===== config.mk =====
export PLATFORM = sky130hd
export DESIGN_NAME = latency_ctrl
export DESIGN_NICKNAME = d
export VERILOG_FILES = /design/src/rtl/latency_ctrl_pkg.sv /design/src/rtl/latency_ctrl_updn.sv /design/src/rtl/latency_ctrl.sv
export SDC_FILE = /design/constraint.sdc
export NUM_CORES = 1
export LEC_CHECK = 0
export CORE_UTILIZATION = 39
export DETAILED_ROUTE_END_ITERATION = 8
export SLEW_MARGIN = 40
export SYNTH_ARGS = -nofsm -noshare
export SYNTH_HDL_FRONTEND = slang
export SYNTH_HIERARCHICAL = 1
export SYNTH_SLANG_ARGS = --single-unit

===== constraint.sdc =====
create_clock -name clk -period 10.2 [get_ports clk]
set_clock_uncertainty 0.1 [all_clocks]
set_input_delay 1.53 -clock clk [delete_from_list [all_inputs] [get_ports clk]]
set_output_delay 1.53 -clock clk [all_outputs]
set_load 0.02 [all_outputs]

===== src/rtl/latency_ctrl_pkg.sv =====
// latency_ctrl_pkg: shared types for the latency-measurement sequencer
package latency_ctrl_pkg;

  localparam int CNT_W = 32;

  typedef logic [CNT_W-1:0] cnt_t;

  typedef enum logic [5:0] {
    IDLE    = 6'b000001,
    ARM     = 6'b000010,
    WINDOW  = 6'b000100,
    DRAIN   = 6'b001000,
    CAPTURE = 6'b010000,
    REPORT  = 6'b100000
  } state_t;

  typedef struct packed {
    cnt_t issue_cnt;
    cnt_t aggregate_cnt;
    logic timeout;
  } result_t;

endpackage


===== src/rtl/latency_ctrl_updn.sv =====
// latency_ctrl_updn: saturating up/down counter with load and rail flags
module latency_ctrl_updn
  import latency_ctrl_pkg::*;
#(
  parameter int W = 32
) (
  input  logic         clk,
  input  logic         rst_n,
  input  logic         load_i,
  input  logic [W-1:0] val_i,
  input  logic         inc_i,
  input  logic         dec_i,
  output logic [W-1:0] cnt_o,
  output logic [W-1:0] nxt_o,
  output logic         ovf_o,
  output logic         unf_o
);

  logic [W-1:0] cnt_q, cnt_d;
  logic up, dn;

  assign up    = inc_i && !dec_i && !load_i;
  assign dn    = dec_i && !inc_i && !load_i;
  assign ovf_o = up && (&cnt_q);
  assign unf_o = dn && (cnt_q == '0);
  assign cnt_o = cnt_q;
  assign nxt_o = cnt_d;

  // load wins; otherwise step one, holding at either rail
  always_comb
    cnt_d = load_i ? val_i :
            (up && !ovf_o) ? cnt_q + W'(1) :
            (dn && !unf_o) ? cnt_q - W'(1) : cnt_q;

  // count register
  always_ff @(posedge clk or negedge rst_n)
    if (!rst_n) cnt_q <= '0;
    else        cnt_q <= cnt_d;

endmodule


===== src/rtl/latency_ctrl.sv =====
// latency_ctrl: runs one latency-measurement episode per start pulse
module latency_ctrl
  import latency_ctrl_pkg::*;
#(
  parameter int W     = 32,
  parameter int WIN_W = 16,
  parameter int TO_W  = 16
) (
  input  logic             clk,
  input  logic             rst_n,
  input  logic             start,
  input  logic             stop,
  input  logic [WIN_W-1:0] cfg_window,
  input  logic [TO_W-1:0]  cfg_timeout,
  input  logic             issue_in,
  input  logic             retire_in,
  output logic             lat_clear,
  output logic             lat_issue,
  output logic             lat_retire,
  input  logic [W-1:0]     lat_issue_cnt,
  input  logic [W-1:0]     lat_aggregate_cnt,
  output logic             res_valid,
  input  logic             res_ready,
  output logic [W-1:0]     res_issue_cnt,
  output logic [W-1:0]     res_aggregate_cnt,
  output logic             res_timeout,
  output logic             busy,
  output logic             err
);

  state_t           state_q, state_d;
  result_t          res_q, res_d;
  logic [WIN_W-1:0] win_q, win_d;
  logic [TO_W-1:0]  to_q, to_d;
  logic             err_q, err_d;
  logic [W-1:0]     out_cnt, out_nxt, skip_cnt, skip_nxt, trk_cnt, trk_nxt;
  logic             out_ovf, out_unf, skip_ovf, skip_unf, trk_ovf, trk_unf;
  logic             tracking, abort, fwd, arm;
  logic             skip_dec, trk_inc, trk_dec;
  logic             unused_ok;

  // retires first consume the pre-window backlog, then count against tracked
  assign tracking = state_q == WINDOW || state_q == DRAIN;
  assign abort    = stop && (state_q inside {ARM, WINDOW, DRAIN, CAPTURE});
  assign arm      = state_q == ARM;
  assign fwd      = retire_in && skip_cnt == '0;
  assign skip_dec = tracking && retire_in && !fwd;
  assign trk_dec  = tracking && fwd;
  assign trk_inc  = state_q == WINDOW && issue_in;

  latency_ctrl_updn #(.W(W)) u_out (
    .clk(clk), .rst_n(rst_n), .load_i(1'b0), .val_i('0),
    .inc_i(issue_in), .dec_i(retire_in),
    .cnt_o(out_cnt), .nxt_o(out_nxt), .ovf_o(out_ovf), .unf_o(out_unf)
  );

  latency_ctrl_updn #(.W(W)) u_skip (
    .clk(clk), .rst_n(rst_n), .load_i(arm), .val_i(out_nxt),
    .inc_i(1'b0), .dec_i(skip_dec),
    .cnt_o(skip_cnt), .nxt_o(skip_nxt), .ovf_o(skip_ovf), .unf_o(skip_unf)
  );

  latency_ctrl_updn #(.W(W)) u_trk (
    .clk(clk), .rst_n(rst_n), .load_i(arm), .val_i('0),
    .inc_i(trk_inc), .dec_i(trk_dec),
    .cnt_o(trk_cnt), .nxt_o(trk_nxt), .ovf_o(trk_ovf), .unf_o(trk_unf)
  );

  assign unused_ok = ^{out_cnt, skip_nxt, skip_ovf, skip_unf, trk_cnt, trk_ovf, trk_unf};

  // episode sequencing, gated datapath strobes and result capture
  always_comb begin
    state_d    = state_q;
    res_d      = res_q;
    win_d      = win_q;
    to_d       = '0;
    lat_clear  = 1'b0;
    lat_issue  = 1'b0;
    lat_retire = tracking && fwd;
    case (state_q)
      IDLE: if (start) state_d = ARM;
      ARM: begin
        lat_clear = 1'b1;
        win_d     = cfg_window == '0 ? '0 : cfg_window - WIN_W'(1);
        state_d   = WINDOW;
      end
      WINDOW: begin
        lat_issue = issue_in;
        win_d     = win_q - WIN_W'(1);
        if (win_q == '0) state_d = DRAIN;
      end
      DRAIN: begin
        to_d = to_q + TO_W'(1);
        if (trk_nxt == '0) begin
          state_d       = CAPTURE;
          res_d.timeout = 1'b0;
        end else if (cfg_timeout != '0 && to_q == cfg_timeout - TO_W'(1)) begin
          state_d       = CAPTURE;
          res_d.timeout = 1'b1;
        end
      end
      CAPTURE: begin
        res_d.issue_cnt     = cnt_t'(lat_issue_cnt);
        res_d.aggregate_cnt = cnt_t'(lat_aggregate_cnt);
        state_d             = REPORT;
      end
      REPORT: if (res_ready) state_d = IDLE;
      default: state_d = IDLE;
    endcase
    if (abort) begin
      state_d    = IDLE;
      res_d      = res_q;
      lat_clear  = 1'b0;
      lat_issue  = 1'b0;
      lat_retire = 1'b0;
    end
  end

  // error is sticky until an accepted start; saturation on the global count sets it
  always_comb err_d = ((state_q == IDLE && start) ? 1'b0 : err_q) | out_ovf | out_unf;

  // episode registers
  always_ff @(posedge clk or negedge rst_n)
    if (!rst_n) begin
      state_q <= IDLE;
      res_q   <= '0;
      win_q   <= '0;
      to_q    <= '0;
      err_q   <= 1'b0;
    end else begin
      state_q <= state_d;
      res_q   <= res_d;
      win_q   <= win_d;
      to_q    <= to_d;
      err_q   <= err_d;
    end

  assign res_valid         = state_q == REPORT;
  assign busy              = state_q != IDLE;
  assign err               = err_q;
  assign res_issue_cnt     = W'(res_q.issue_cnt);
  assign res_aggregate_cnt = W'(res_q.aggregate_cnt);
  assign res_timeout       = res_q.timeout;

endmodule


After elaboration in Yosys (flattened, before gate mapping)

Cells that the tools add are included.

$lt $le $gt $ge: 0
Mux-type cells: 25
Shift operators: 0
Eq/ne operators: 12
Bitwise operators: 3
Add/subtract/negate cells: 9
Reduce and logical (&&, ||, !) cells: 53
Div/mod/pow operators: 0
Multiply operators: 0

Operators with widths:

| kind                                                 | count |
|---|---|
| two-way mux 32 bit                                   | 7 |
| zero test 32 bit                                     | 4 |
| subtractor 32 x 1 -> 32 bit (second input constant)  | 3 |
| adder 32 x 1 -> 32 bit (second input constant)       | 2 |
| AND reduction 32 bit                                 | 2 |
| subtractor 16 x 1 -> 16 bit (second input constant)  | 3 |
| two-way mux 6 bit                                    | 6 |
| case mux 6 bit (6 select lines)                      | 1 |
| zero test 16 bit                                     | 2 |
| two-way mux 16 bit                                   | 2 |
| case mux 16 bit (2 select lines)                     | 1 |
| logical AND 1 bit                                    | 25 |
| adder 16 x 1 -> 16 bit (second input constant)       | 1 |
| equality test 16 bit                                 | 1 |
| nonzero test 16 bit                                  | 1 |
| zero test 1 bit                                      | 11 |
| two-way mux 1 bit                                    | 8 |
| equality test 6 x 1 -> 1 bit (second input constant) | 1 |
| equality test 6 x 2 -> 1 bit (second input constant) | 1 |
| equality test 6 x 3 -> 1 bit (second input constant) | 1 |
| equality test 6 x 4 -> 1 bit (second input constant) | 1 |
| equality test 6 x 5 -> 1 bit (second input constant) | 1 |
| equality test 6 bit (second input constant)          | 1 |
| != test 6 x 1 -> 1 bit (second input constant)       | 1 |
| 12 further kinds                                     | 15 |

RAM bits: 0
Bits in registers: 200
Input bits: 103
Word-level logic and storage cells: 112
ROM bits: 0
Latch bits: 0
Memories: 0
Output and inout bits: 71

Logic depth before layout (Yosys ltp)

Gate-level depths: netlist of run 1.

Word-level depth: 15
Depth in mapped cells: 18

Cells and area by module

The synthesis of run 1 kept the hierarchy.

Modules (own cells, without submodules):

| module                         | cells each | area an instance (µm²) | instances |
|---|---|---|---|
| latency_ctrl                   | 548        | 5631.7                 | 1 |
| latency_ctrl_updn at u_out ... | 376        | 2792.7                 | 2 |
| latency_ctrl_updn at u_trk     | 340        | 2700.1                 | 1 |

Worst setup path before layout of run 1

No wires, ideal clock.

Path type: input-to-reg
Start: in retire_in
End: reg state_q[4]
Arrival: 4.651 ns
Path slack: 5.381 ns
Stages: 16
Path buffers: 0
Library setup time: 0.068 ns
Cell sequence: inv_1 -> nor4_1 -> nand4_1 -> nor3_1 -> a21boi_0 -> nor3b_1 -> nand2_1 -> a2111oi_0 -> nand2_1 -> a21boi_0 -> o31ai_1 -> nor4_1 -> nand2_1 -> nor4_1 -> nor2b_1 -> nand2b_1

Cells in the longest elaborated chain, start to end: 14

Ends and longest elaborated chain:

| element                                                        | line                                             | RTL |
|---|---|---|
| start: declaration                                             | latency_ctrl.sv:16                               | `input logic retire_in,` |
| logical AND 1 bit (*)                                          | latency_ctrl.sv:46                               | `assign fwd = retire_in && skip_cnt == '0;` |
| logical AND 1 bit (*)                                          | latency_ctrl.sv:48                               | `assign trk_dec = tracking && fwd;` |
| via trk_dec                                                    | latency_ctrl.sv:39                               | `logic skip_dec, trk_inc, trk_dec;` |
| logical AND 1 bit / zero test 1 bit (equally long branches)    | latency_ctrl_updn.sv:23, latency_ctrl_updn.sv:22 |  |
| logical AND 1 bit, on equally long branches                    | latency_ctrl_updn.sv:23, latency_ctrl_updn.sv:22 |  |
| logical AND 1 bit, on equally long branches                    | latency_ctrl_updn.sv:25, latency_ctrl_updn.sv:22 |  |
| zero test 1 bit / logical AND 1 bit (equally long branches)    | latency_ctrl_updn.sv:33, latency_ctrl_updn.sv:24 |  |
| logical AND 1 bit / zero test 1 bit (equally long branches)    | latency_ctrl_updn.sv:33, latency_ctrl_updn.sv:32 |  |
| two-way mux 32 bit / logical AND 1 bit (equally long branches) | latency_ctrl_updn.sv:33, latency_ctrl_updn.sv:32 |  |
| two-way mux 32 bit (*)                                         | latency_ctrl_updn.sv:32                          | `(up && !ovf_o) ? cnt_q + W'(1) :` |
| two-way mux 32 bit (*)                                         | latency_ctrl_updn.sv:31                          | `cnt_d = load_i ? val_i :` |
| via trk_nxt[19]                                                | latency_ctrl.sv:36                               | `logic [W-1:0] out_cnt, out_nxt, skip_cnt, skip_nxt, trk_cnt, trk_nxt;` |
| zero test 32 bit (*)                                           | latency_ctrl.sv:94                               | `if (trk_nxt == '0) begin` |
| two-way mux 6 bit                                              | latency_ctrl.sv:94                               |  |
| case mux 6 bit (6 select lines)                                | latency_ctrl.sv:80                               | `case (state_q)` |
| two-way mux 6 bit                                              | latency_ctrl.sv:110                              | `if (abort) begin` |
| end signal: assignment                                         | latency_ctrl.sv:131                              | `state_q <= state_d;` |
| end: declaration                                               | latency_ctrl.sv:31                               | `state_t state_q, state_d;` |

Mark *: on every way through the listed nets, which the timed path passes. The rest lies on a longest branch.
A chain may end at the register's enable or synchronous reset.

Final worst setup path of run 1

Ends and elaborated chain as after synthesis.

==> results.sh, run 1 <==
export IMPL_die_y_um=191
export IMPL_final_nets=1925
export IMPL_slowest_delay_ps=690
export IMPL_avgSynthCellArea_um2=8.50
export IMPL_syn_cell_area_mm2=0.0139
export IMPL_initial_core_util=0.399
export IMPL_p_clk_frac=0.257
export IMPL_cts_buffers_inserted=17
export IMPL_period_share=0.604
export IMPL_finalHoldViolCount=0
export IMPL_die_x_um=191
export IMPL_drt_initial_drc_count=986
export IMPL_cts_setup_buffers=0
export IMPL_fin_area_mm2=0.0168
export IMPL_clk_latency_ps=460
export IMPL_endpoint_kind="flop"
export IMPL_pre_cts_ws_ps=3590
export IMPL_path_cells="clkdlybuf4s50_1 -> inv_1 -> nor4_1 -> nand4_1 -> nor3_1 -> a21boi_0 -> nor3b_1 -> buf_4 -> nand2_1 -> a2111oi_1 -> nand2_1 -> a21oi_1 -> a311oi_1 -> nor4_1 -> nand2_1 -> nor4_1 -> nor2b_1 -> nand2b_1"
export IMPL_pwr_share_comb=0.270
export IMPL_period_minus_slack_ps=6160
export IMPL_hold_path_class="flop to flop"
export IMPL_criticalPathCategory="input pin to flop"
export IMPL_grt_pass1_vias=12600
export IMPL_num_antenna_cells=0
export IMPL_swShare=0.398
export IMPL_instances_no_fill=2277
export IMPL_switchingPower_uw=1080
export IMPL_grt_max_degree=87
export IMPL_power_density_mw_per_mm2=161
export IMPL_placementRows=68
export IMPL_vias_per_cell=5.88
export IMPL_internal_power_uw=1630
export IMPL_clk_pin_slew_worst_paths_ps=70
export IMPL_root_buffer="clkbuf_16"
export IMPL_violations="slew limit"
export IMPL_crit_required_ps=10480
export IMPL_p_total_uw=2700
export IMPL_antenna_found_initial=0
export IMPL_cellLeakagePower_uw=0.00647
export IMPL_grt_overflow=0
export IMPL_setup_slack_ps=4040
export IMPL_cts_hold_buf=0
export IMPL_clockBufferDepth=2
export IMPL_tightest_slew_ps=1620
export IMPL_tns_ps=0
export IMPL_core_area_mm2=0.0348
export IMPL_dpl_cell_area_mm2=0.0161
export IMPL_finalSetupViolCount=0
export IMPL_syn_inst=1634
export IMPL_drt_pass1_iterations=5
export IMPL_cts_tree="yes"
export IMPL_hpwl_um=31000
export IMPL_relSlewSlack=-0.0808
export IMPL_path_delay_family="simple AND/OR/NAND/NOR gates"
export IMPL_start_kind="input pin"
export IMPL_htreeDepth=4
export IMPL_slew_violations=11
export IMPL_grt_util_all_layers=0.233
export IMPL_maxCapViolCount=0
export IMPL_yosysWarnings=6
export IMPL_crit_path_max_fanout=10
export IMPL_crit_slowest_cell="a2111oi_1"
export IMPL_die_area_mm2=0.0364
export IMPL_wl_per_cell_um=18.6
export IMPL_drt_wl_total_um=42500
export IMPL_arrival_ps=6440
export IMPL_ant_nets=0
export IMPL_critPathBufInv=3
export IMPL_r2r_slack_ps=4820
export IMPL_vias=13400
export IMPL_p_seq_frac=0.473
export IMPL_ir_drop_v=0.000145
export IMPL_syn_to_final_growth_pct=20.6
export IMPL_cts_sinks=200
export IMPL_grt_first_pass_wirelength_um=67900
export IMPL_drc=0
export IMPL_fmax_ghz=0.162
export IMPL_port_buffers=173
export IMPL_drive_gt1_frac=0.0922
export IMPL_ios=174
export IMPL_gp_congestion=0.910
export IMPL_rsz0062_at_grt="false"
export IMPL_placed_cells=2243
export IMPL_cts_resized=0
export IMPL_status="finished, violations left"
area by class of cell:
cell class | count | area, um2
fillers | 3362 | 18000
clock buffers | 18 | 429
well taps | 455 | 569
inverters | 40 | 151
repair buffers | 184 | 1850
flip-flops and latches | 200 | 5010
clock inverters | 14 | 158
multi-input cells | 1366 | 8590
sequential cells by signal, summed over array words and instances, names as in the netlist:
name               flops
res_aggregate_cnt     32
res_issue_cnt         32
u_out/cnt_o           32
u_skip/cnt_o          32
u_trk/cnt_o           32
to_q                  16
win_q                 16
state_q                6
err                    1
res_timeout            1
placed cells by master (no fill, tap or decap), drive strengths merged, types with 10 or more instances in the layout:
cell type,n
dfrtp,199
nor2,174
clkdlybuf4s50,172
nand2,171
nor3,86
nand4,71
conb,70
nor4,70
mux2,67
nand3,63
a21oi,55
o21ai,54
inv,46
xor2,43
or4,36
o31ai,30
and3,29
or3,27
and4,26
xnor2,25
a311oi,25
o21a,20
clkbuf,19
a31oi,17
and2,15
a211oi,14
nand2b,13
ha,13
a21boi,12
buf,11
a32oi,10
nor3b,10
power by group through the flow:
stage                     sequential, uW  clock, uW  combinational, uW
after global routing                1320        746                823
after global placement              1280          0                701
after floorplan                     1110          0                640
final                               1280        695                731
after detailed placement            1280          0                715
after CTS                           1270        724                718
final timing paths:
path / start / to / cells after the start
min reg2reg: res_issue_cnt[29]$_DFFE_PN0P_ / res_issue_cnt[29]$_DFFE_PN0P_ / 1
min in group asynchronous: rst_n / to_q[14]$_DFF_PN0_ / 1
max reg2reg: state_q[4]$_DFFE_PN0P_ / state_q[4]$_DFFE_PN0P_ / 14
min: res_issue_cnt[29]$_DFFE_PN0P_ / res_issue_cnt[29]$_DFFE_PN0P_ / 1
max: retire_in / state_q[4]$_DFFE_PN0P_ / 18
max in group asynchronous: rst_n / u_out/cnt_o[9]$_DFF_PN0_ / 3
layer usage:
metal / routed length, um / vias to the layer above / global-route usage
met5: 0 / - / 0
met4: 1100 / 0 / 0.0846
met3: 2100 / 70 / 0.0326
met2: 20500 / 418 / 0.380
met1: 18700 / 6460 / 0.314
li1: - / 6435 / -
stage by stage:
| step | utilization | hold slack [ps] |
|---|---|---|
| detailed placement | 0.463 | 392 |
| global placement | 0.461 | 386 |
| global route | 0.481 | 416 |
| floorplan | - | 374 |
| CTS | 0.480 | 410 |
| finish | 0.481 | 406 |
No activity file was read; power rests on OpenSTA's default activity.
==> run 2: changes to the inputs <==
==> constraint.sdc (replaced) <==
create_clock -name clk -period 4.99 [get_ports clk]
set_clock_uncertainty 0.1 [all_clocks]
set_input_delay 0.7485 -clock clk [delete_from_list [all_inputs] [get_ports clk]]
set_output_delay 0.7485 -clock clk [all_outputs]
set_load 0.02 [all_outputs]
==> run 2 against run 1 <==
Against the previous run:
- setup slack got worse by 3700 ps
- critical endpoint unchanged
- register-to-register slack got worse by 4300 ps
- non-clock buffer count increased by 35
- the flow still finishes with violations (slew limit)
==> results.sh, run 2 (synthesized netlist as in run 1, its figures left out) <==
export IMPL_drc=0
export IMPL_period_minus_slack_ps=4640
export IMPL_power_density_mw_per_mm2=336
export IMPL_status="finished, violations left"
export IMPL_placementRows=68
export IMPL_violations="slew limit"
export IMPL_grt_first_pass_wirelength_um=68400
export IMPL_cts_resized=0
export IMPL_start_kind="input pin"
export IMPL_endpoint_kind="flop"
export IMPL_tightest_slew_ps=1550
export IMPL_crit_required_ps=5270
export IMPL_drt_pass1_iterations=5
export IMPL_p_clk_frac=0.275
export IMPL_regArea_mm2=0.00501
export IMPL_initial_core_util=0.399
export IMPL_clockBufferDepth=2
export IMPL_swShare=0.389
export IMPL_core_area_mm2=0.0348
export IMPL_cts_hold_buf=0
export IMPL_hpwl_um=31600
export IMPL_vias_per_cell=5.80
export IMPL_die_x_um=191
export IMPL_root_buffer="clkbuf_16"
export IMPL_htreeDepth=4
export IMPL_grt_pass1_vias=12700
export IMPL_port_buffers=173
export IMPL_grt_util_all_layers=0.236
export IMPL_grt_max_degree=102
export IMPL_instances_no_fill=2313
export IMPL_crit_path_max_fanout=4
export IMPL_timing_hold_ws_ps=116
export IMPL_clk_latency_ps=450
export IMPL_grt_overflow=0
export IMPL_mostFrequentLayoutCells="199 x dfrtp_1, 174 x nor2_1, 172 x clkdlybuf4s50_1"
export IMPL_syn_to_final_growth_pct=23.0
export IMPL_maxCapViolCount=0
export IMPL_vias=13400
export IMPL_tns_ps=0
export IMPL_clk_pin_slew_worst_paths_ps=80
export IMPL_final_common_cell="dfrtp_1"
export IMPL_hold_path_class="input pin to asynchronous set/reset pin"
export IMPL_period_share=0.929
export IMPL_gp_congestion=0.916
export IMPL_wl_per_cell_um=18.6
export IMPL_pwr_share_comb=0.268
export IMPL_cts_sinks=200
export IMPL_criticalPathCategory="input pin to flop"
export IMPL_cts_setup_buffers=0
export IMPL_ant_nets=0
export IMPL_slew_violations=11
export IMPL_drt_wl_total_um=43100
export IMPL_ir_drop_v=0.000268
export IMPL_final_nets=1960
export IMPL_internal_power_uw=3500
export IMPL_die_y_um=191
export IMPL_relSlewSlack=-0.0366
export IMPL_reg2reg_depth=18
export IMPL_finalSetupViolCount=0
export IMPL_multiInputGateArea_mm2=0.00858
export IMPL_finalHoldViolCount=0
export IMPL_drt_initial_drc_count=1110
export IMPL_switchingPower_uw=2230
export IMPL_arrival_ps=4910
export IMPL_ios=174
export IMPL_die_area_mm2=0.0364
export IMPL_cts_buffers_inserted=17
export IMPL_num_fill_cells=3367
export IMPL_drive_gt1_frac=0.111
export IMPL_utilization=0.491
export IMPL_cellLeakagePower_uw=0.00667
export IMPL_rsz0062_at_grt="false"
export IMPL_placed_cells=2279
export IMPL_fmax_ghz=0.216
export IMPL_antenna_found_initial=2
export IMPL_cts_tree="yes"
export IMPL_p_seq_frac=0.456
## run 2: cell types whose count changed in the layout (fill, tap and decap cells not counted), sizes merged
| cell | before | now |
|---|---|---|
| clkinv | 6 | 4 |
| buf | 11 | 46 |
| clkbuf | 19 | 18 |
| diode | 0 | 1 |
| bufinv | 1 | 4 |
## run 2: critical path, stage by stage
cell	delay, ps
clkdlybuf4s50_1	500
inv_1	80
nor4_1	280
nand4_1	210
nor3_2	260
a21boi_1	220
nor3b_1	230
buf_4	170
nand2_1	170
buf_4	200
nor4_2	230
and3b_1	220
o21a_1	130
o31ai_1	70
nor4_1	300
nand2_1	170
nor4_1	290
buf_4	160
nor2b_1	150
nand2b_1	120
## run 2: layout make-up
class,instances,share of cell area
clock buffers,17,0.0249
diodes,1,0.000146
flip-flops and latches,200,0.293
repair buffers,219,0.123
clock inverters,15,0.0138
multi-input cells,1366,0.502
inverters,40,0.00886
well taps,455,0.0333
## run 2: path summary, 6_finish.rpt
kind | startpoint | endpoint | slack (ps)
max | retire_in | state_q[4]$_DFFE_PN0P_ | 350
min | rst_n | to_q[12]$_DFF_PN0_ | 120
max reg2reg | u_skip/cnt_o[4]$_DFF_PN0_ | state_q[4]$_DFFE_PN0P_ | 510
min reg2reg | res_issue_cnt[13]$_DFFE_PN0P_ | res_issue_cnt[13]$_DFFE_PN0P_ | 410
max in group asynchronous | rst_n | res_aggregate_cnt[22]$_DFFE_PN0P_ | 3720
min in group clk | res_issue_cnt[13]$_DFFE_PN0P_ | res_issue_cnt[13]$_DFFE_PN0P_ | 410
## run 2: power groups by stage
stage / Sequential (uW) / Clock [uW] / Combinational [uW]
final: 2620 / 1580 / 1540
after global routing: 2700 / 1690 / 1720
after CTS: 2590 / 1630 / 1510
after detailed placement: 2620 / 0 / 1510
after global placement: 2620 / 0 / 1480
after floorplan: 2280 / 0 / 1310
## run 2: layer usage
layer | GRT usage | vias up | wire [um]
li1 | - | 6500 | -
met3 | 0.0320 | 57 | 2190
met2 | 0.391 | 430 | 20900
met1 | 0.317 | 6433 | 19000
met5 | 0 | - | 0
met4 | 0.0760 | 0 | 1010
## run 2: per-stage QoR
step / total power, uW / setup slack [ps] / cell area (um2)
after floorplan: 3590 / 952 / 14100
after global placement: 4100 / -223 / 16400
after detailed placement: 4130 / -225 / 16400
after CTS: 5740 / 238 / 17000
after global routing: 6100 / 12.1 / 17100
final: 5730 / 355 / 17100
